--- src/rtl/maria_bus_arbiter_if.sv ---
// rtl/maria_bus_arbiter_if.sv - DMA/CPU handshake bundle for the Maria bus arbiter (dma_cycles present under DMA_STEAL_COUNT_EN)
interface maria_bus_arbiter_if;
    logic       maria_en;
    logic       dma_req;
    logic       dma_done;
    logic       wsync;
    logic       lrc;
    logic       halt_n;
    logic       ready;
    logic       grant;
    logic       drive_AB;
    logic       busy;
`ifdef DMA_STEAL_COUNT_EN
    logic [9:0] dma_cycles;

    modport master (
        output maria_en, dma_req, dma_done, wsync, lrc,
        input  halt_n, ready, grant, drive_AB, busy, dma_cycles
    );
    modport slave (
        input  maria_en, dma_req, dma_done, wsync, lrc,
        output halt_n, ready, grant, drive_AB, busy, dma_cycles
    );
`else
    modport master (
        output maria_en, dma_req, dma_done, wsync, lrc,
        input  halt_n, ready, grant, drive_AB, busy
    );
    modport slave (
        input  maria_en, dma_req, dma_done, wsync, lrc,
        output halt_n, ready, grant, drive_AB, busy
    );
`endif
endinterface

--- src/rtl/maria_bus_arbiter.sv ---
// rtl/maria_bus_arbiter.sv - CPU halt / DMA grant scheduler with WSYNC ready stall; DMA_STEAL_COUNT_EN adds dma_cycles
module maria_bus_arbiter #(
    parameter int HALT_SETTLE  = 1,
    parameter int RELEASE_MCLK = 2
) (
    input  logic                 clk_sys,
    input  logic                 reset,
    input  logic                 ce,
    input  logic                 mclk0,
    input  logic                 pclk0,
    input  logic                 pclk1,
    maria_bus_arbiter_if.slave   bus
);

    typedef enum logic [2:0] {
        IDLE,
        HALT_REQ,
        SETTLE,
        GRANT,
        RELEASE
    } state_t;

    state_t     state_q, state_d;
    logic [1:0] settle_cnt_q, settle_cnt_d;
    logic [2:0] rel_cnt_q, rel_cnt_d;
    logic       wsync_pend_q, wsync_pend_d;
    logic       pclk_low_q, pclk_low_d;
    logic       ready_q, ready_d;
    logic       halt_n_q, halt_n_d;
    logic       grant_q, grant_d;
    logic       drive_ab_q, drive_ab_d;
    logic       busy_q, busy_d;

    always_comb begin
        state_d      = state_q;
        settle_cnt_d = settle_cnt_q;
        rel_cnt_d    = rel_cnt_q;
        wsync_pend_d = wsync_pend_q;
        pclk_low_d   = pclk_low_q;
        ready_d      = ready_q;
        drive_ab_d   = drive_ab_q;

        if (ce) begin
            if (pclk1)
                pclk_low_d = 1'b1;
            else if (pclk0)
                pclk_low_d = 1'b0;

            if (bus.lrc)
                wsync_pend_d = 1'b0;
            else if (bus.wsync)
                wsync_pend_d = 1'b1;

            // ready only moves while phi is low so the CPU never sees it change mid-cycle
            if (pclk_low_q)
                ready_d = ~wsync_pend_d;

            if (!bus.maria_en) begin
                state_d      = IDLE;
                settle_cnt_d = 2'd0;
                rel_cnt_d    = 3'd0;
                wsync_pend_d = 1'b0;
                ready_d      = 1'b1;
            end else begin
                case (state_q)
                    IDLE: begin
                        if (bus.dma_req)
                            state_d = HALT_REQ;
                    end
                    HALT_REQ: begin
                        if (!bus.dma_req) begin
                            state_d   = RELEASE;
                            rel_cnt_d = 3'd1;
                        end else if (pclk1) begin
                            state_d      = SETTLE;
                            settle_cnt_d = 2'(HALT_SETTLE - 1);
                        end
                    end
                    SETTLE: begin
                        if (!bus.dma_req) begin
                            state_d   = RELEASE;
                            rel_cnt_d = 3'd1;
                        end else if (pclk1) begin
                            if (settle_cnt_q == 2'd0)
                                state_d = GRANT;
                            else
                                settle_cnt_d = settle_cnt_q - 2'd1;
                        end
                    end
                    GRANT: begin
                        if (bus.dma_done) begin
                            state_d   = RELEASE;
                            rel_cnt_d = 3'(RELEASE_MCLK);
                        end
                    end
                    RELEASE: begin
                        // the final mclk0 and the returning pclk0 must be separate strobes
                        if (rel_cnt_q != 3'd0) begin
                            if (mclk0)
                                rel_cnt_d = rel_cnt_q - 3'd1;
                        end else if (pclk0) begin
                            state_d = IDLE;
                        end
                    end
                    default: state_d = IDLE;
                endcase
            end
            drive_ab_d = (state_d == GRANT) && bus.maria_en;
        end
    end

    assign halt_n_d = (state_d == IDLE);
    assign grant_d  = (state_d == GRANT);
    assign busy_d   = (state_d != IDLE);

    always_ff @(posedge clk_sys) begin
        if (reset) begin
            state_q      <= IDLE;
            settle_cnt_q <= 2'd0;
            rel_cnt_q    <= 3'd0;
            wsync_pend_q <= 1'b0;
            pclk_low_q   <= 1'b0;
            ready_q      <= 1'b1;
            halt_n_q     <= 1'b1;
            grant_q      <= 1'b0;
            drive_ab_q   <= 1'b0;
            busy_q       <= 1'b0;
        end else begin
            state_q      <= state_d;
            settle_cnt_q <= settle_cnt_d;
            rel_cnt_q    <= rel_cnt_d;
            wsync_pend_q <= wsync_pend_d;
            pclk_low_q   <= pclk_low_d;
            ready_q      <= ready_d;
            halt_n_q     <= halt_n_d;
            grant_q      <= grant_d;
            drive_ab_q   <= drive_ab_d;
            busy_q       <= busy_d;
        end
    end

    assign bus.halt_n   = halt_n_q;
    assign bus.ready    = ready_q | (ce & bus.lrc & pclk_low_q);
    assign bus.grant    = grant_q;
    assign bus.drive_AB = drive_ab_q;
    assign bus.busy     = busy_q;

`ifdef DMA_STEAL_COUNT_EN
    logic [9:0] steal_cnt_q, steal_cnt_d;
    logic [9:0] dma_cycles_q, dma_cycles_d;

    always_comb begin
        steal_cnt_d  = steal_cnt_q;
        dma_cycles_d = dma_cycles_q;
        if (ce) begin
            if (bus.lrc) begin
                dma_cycles_d = steal_cnt_q;
                steal_cnt_d  = 10'd0;
            end else if (mclk0 && grant_q && steal_cnt_q != 10'h3FF) begin
                steal_cnt_d = steal_cnt_q + 10'd1;
            end
        end
    end

    always_ff @(posedge clk_sys) begin
        if (reset) begin
            steal_cnt_q  <= 10'd0;
            dma_cycles_q <= 10'd0;
        end else begin
            steal_cnt_q  <= steal_cnt_d;
            dma_cycles_q <= dma_cycles_d;
        end
    end

    assign bus.dma_cycles = dma_cycles_q;
`endif

    a_grant_halted: assert property (@(posedge clk_sys) disable iff (reset) grant_q |-> !halt_n_q);

endmodule

--- src/flat_wrapper.sv ---
// flat-port wrapper written by rule: the top's interface ports become plain ports
module maria_bus_arbiter_flat 
#(
    parameter int HALT_SETTLE  = 1,
    parameter int RELEASE_MCLK = 2
)
  (clk_sys, reset, ce, mclk0, pclk0, pclk1, bus_maria_en, bus_dma_req, bus_dma_done, bus_wsync, bus_lrc, bus_halt_n, bus_ready, bus_grant, bus_drive_AB, bus_busy);
  maria_bus_arbiter_if bus_i ();
  input  logic clk_sys;
  input  logic reset;
  input  logic ce;
  input  logic mclk0;
  input  logic pclk0;
  input  logic pclk1;
  input wire logic [$bits(bus_i.maria_en)-1:0] bus_maria_en;
  input wire logic [$bits(bus_i.dma_req)-1:0] bus_dma_req;
  input wire logic [$bits(bus_i.dma_done)-1:0] bus_dma_done;
  input wire logic [$bits(bus_i.wsync)-1:0] bus_wsync;
  input wire logic [$bits(bus_i.lrc)-1:0] bus_lrc;
  output wire logic [$bits(bus_i.halt_n)-1:0] bus_halt_n;
  output wire logic [$bits(bus_i.ready)-1:0] bus_ready;
  output wire logic [$bits(bus_i.grant)-1:0] bus_grant;
  output wire logic [$bits(bus_i.drive_AB)-1:0] bus_drive_AB;
  output wire logic [$bits(bus_i.busy)-1:0] bus_busy;
  assign bus_i.maria_en = bus_maria_en;
  assign bus_i.dma_req = bus_dma_req;
  assign bus_i.dma_done = bus_dma_done;
  assign bus_i.wsync = bus_wsync;
  assign bus_i.lrc = bus_lrc;
  assign bus_halt_n = bus_i.halt_n;
  assign bus_ready = bus_i.ready;
  assign bus_grant = bus_i.grant;
  assign bus_drive_AB = bus_i.drive_AB;
  assign bus_busy = bus_i.busy;
  maria_bus_arbiter #(.HALT_SETTLE(HALT_SETTLE), .RELEASE_MCLK(RELEASE_MCLK)) u_core (.clk_sys(clk_sys), .reset(reset), .ce(ce), .mclk0(mclk0), .pclk0(pclk0), .pclk1(pclk1), .bus(bus_i));
endmodule
--- config.mk ---
export PLATFORM = sky130hd
export DESIGN_NAME = maria_bus_arbiter_flat
export DESIGN_NICKNAME = d
export VERILOG_FILES = /design/src/rtl/maria_bus_arbiter_if.sv /design/src/rtl/maria_bus_arbiter.sv /design/src/flat_wrapper.sv
export SDC_FILE = /design/constraint.sdc
export NUM_CORES = 1
export LEC_CHECK = 0
export CAP_MARGIN = 20
export CORE_MARGIN = 2
export CORE_UTILIZATION = 50
export DETAILED_ROUTE_END_ITERATION = 8
export GPL_TIMING_DRIVEN = 1
export HOLD_SLACK_MARGIN = 0.08
export PLACE_DENSITY = 0.76
export SYNTH_ARGS = -nofsm -noshare
export SYNTH_HDL_FRONTEND = slang
export SYNTH_SLANG_ARGS = --single-unit
--- constraint.sdc ---
create_clock -name clk_sys -period 2.3 [get_ports clk_sys]
set_input_delay 0.345 -clock clk_sys [delete_from_list [all_inputs] [get_ports clk_sys]]
set_output_delay 0.345 -clock clk_sys [all_outputs]
set_load 0.005 [all_outputs]
==> flow_summary.json <==
{
  "place_congestion": 0.914,
  "hold_violations": 0,
  "timing.final.crit_share_pct": 83.8,
  "diodes": 0,
  "worst_pin_slew_ns": 0.623,
  "avgViaCountPerCell": 5.70,
  "hp-class": "flop to flop",
  "pwr-share-clk_pct": 30.7,
  "synthTopCellsByArea": "dfxtp_1 (33%), ha_1 (4.1%), nand2_1 (4.1%)",
  "grt_pass1_vias": 715,
  "first_iter_violations": 22,
  "fmax_mhz": 519,
  "route.detailed.drc": 0,
  "max-cap-violations": 0,
  "cts_tree": "done",
  "ys_seq_elements": 15,
  "vias": 827,
  "synthTopCellsByCount": "dfxtp_1 (15), nand2_1 (10), inv_1 (8), nor2_1 (8), nor3_1 (4)",
  "pin_count": 16,
  "fp.dieH_um": 46.6,
  "placementRows": 15,
  "ys_types": 46,
  "p_leak_nw": 0.372,
  "clock_skew_ns": 0.00448,
  "p_seq_share_pct": 54.4,
  "p_switching_w": 0.000125,
  "ys_warn_count": 0,
  "core_area_um2": 1730,
  "postRouteAntennaNets": 0,
  "io_buffer_count": 15,
  "grt_first_pass_wirelength_mm": 3.06,
  "area_growth_pct": 19.4,
  "syn-cell-area_um2": 908,
  "synth_top_area_share_pct": 33.1,
  "critPathKind": "primary input to primary output",
  "ys_seq_area_share_pct": 33.1,
  "insertion_delay_ns": 0.29,
  "crit_fanout": 6,
  "cts_htree_levels": 1,
  "fin_tns_setup_ns": 0,
  "cts_resized": 0,
  "drive_gt1_share_pct": 14.2,
  "grt-ovfl-total": 0,
  "whs_ns": 0.484,
  "p_sw_share_pct": 25.3,
  "rsz0062_at_grt": "no",
  "grt_usage_pct": 20.2,
  "die_x_um": 46.6,
  "synthCells": 105,
  "start_kind": "primary input",
  "peakVddDrop_mv": 0.335,
  "required_ns": 1.96,
  "async_flop_share_pct": 0,
  "clk_pin_slew_ns": 0.08,
  "final_net_count": 135,
  "p_total_w": 0.000495,
  "synth_edf_count": 0,
  "avgSynthCellArea_um2": 8.65,
  "p_int_w": 0.000370,
  "comb_power_share_pct": 14.9,
  "slew_violations": 0,
  "firstDrtPassIters": 4,
  "slew_headroom_pct": 58.4,
  "synth_ff_type": "dfxtp_1",
  "fillers": 158,
  "hpwlAfterDp_mm": 1.42,
  "post-cts-setup-buffer-count": 0,
  "drt_wl_total_mm": 1.90,
  "antenna_found_initial": 0,
  "syn_nets": 119,
  "postCtsHoldBufs": 0,
  "worst-endpoint-arrival_ns": 1.58,
  "finalSetupViolCount": 0,
  "dieArea_um2": 2170,
  "status": "complete, no violations",
  "root_buffer": "clkbuf_4",
  "grt_start_max_net_pins": 18,
  "power_density_nw_per_um2": 457,
  "clock-sinks": 15,
  "synth_most_common_cell": "dfxtp_1",
  "cts_buffers": 3,
  "endpoint_kind": "primary output",
  "clk_path_buf_depth": 2,
  "wire_per_inst_um": 13.1,
  "yosys.area.top_type": "dfxtp_1",
  "start_util_pct": 52.6,
  "finalCriticalPeriod_ns": 1.93
}
[placed cells by master (no fill, tap or decap), types with 2 or more instances in the layout]
master           instances
o21ai_1                  2
nand2_1                 10
nor2_1                   8
nand4_1                  2
clkbuf_4                 3
o22ai_1                  2
clkdlybuf4s50_1         15
a31oi_1                  2
dfxtp_1                 15
nor2b_1                  3
a22oi_1                  2
nor3_1                   4
nand2b_1                 2
ha_1                     3
a21oi_1                  3
a22o_1                   3
inv_1                    8
buf_4                    2
o31ai_1                  3
[cell type report]
| cell class | instances | area [um^2] | share of cell area, % |
|---|---|---|---|
| clock buffers | 4 | 26.3 | 2.42 |
| inverters | 8 | 30.0 | 2.77 |
| multi-input cells | 76 | 532 | 49.0 |
| flip-flops and latches | 15 | 300 | 27.7 |
| well taps | 25 | 31.3 | 2.88 |
| repair buffers | 17 | 165 | 15.2 |
[per-layer routing]
metal	global-route usage, %	up-vias	share of wire [%]
met5	0	-	0
met3	6.27	4	6.2
met2	30.6	35	47
met4	7.78	0	1.5
met1	26.7	381	45
li1	-	407	-
[power groups by stage]
stage | clock (W) | combinational, W | sequential (W)
after CTS | 0.000162 | 0.0000735 | 0.000269
after global routing | 0.000173 | 0.0000807 | 0.000270
after detailed placement | 0 | 0.0000730 | 0.000275
after floorplan | 0 | 0.0000417 | 0.000274
final | 0.000152 | 0.0000738 | 0.000269
after global placement | 0 | 0.0000720 | 0.000275
[critical path: stages]
cell	delay, ns
clkdlybuf4s50_1	0.57
a31o_2	0.18
clkdlybuf4s50_1	0.49
[logic make-up (layout without fill, tap and decap cells)]
| family | count (synthesis) | count (layout) | synth area share (%) |
|---|---|---|---|
| simple gates | 42 | 42 | 28.5 |
| compound gates | 31 | 31 | 25.9 |
| flops | 15 | 15 | 33.1 |
| buf+inv | 14 | 29 | 8.40 |
| fa+ha+maj | 3 | 3 | 4.13 |
[sequential cells by signal (all words and copies together) (netlist names)]
name / cells
u_core.bus.grant: 1
u_core.bus.halt_n: 1
u_core.settle_cnt_q: 2
u_core.pclk_low_q: 1
u_core.bus.busy: 1
u_core.ready_q: 1
u_core.rel_cnt_q: 3
u_core.wsync_pend_q: 1
u_core.state_q: 3
u_core.bus.drive_AB: 1
[metrics by stage]
stage                     setup slack (ns)  utilization [%]  cell area (um^2)  cells
after global placement               0.327             61.3              1060    141
after detailed placement             0.243             61.3              1060    141
after floorplan                      0.808                -               908    105
after CTS                            0.364             62.8              1080    145
after global routing                 0.332             62.8              1080    145
final                                0.372             62.8              1080    145
[path summary, 6_finish.rpt]
check	end	slack, ns	startpoint	depth (start not counted)
worst max-delay path	bus_ready	0.37	ce	3
worst min register to register	u_core.wsync_pend_q	0.48	u_core.wsync_pend_q	2
worst min-delay path	u_core.wsync_pend_q	0.48	u_core.wsync_pend_q	2
worst max register to register	u_core.state_q[2]	0.58	u_core.state_q[1]	5
No activity file was read; power rests on OpenSTA's default activity.
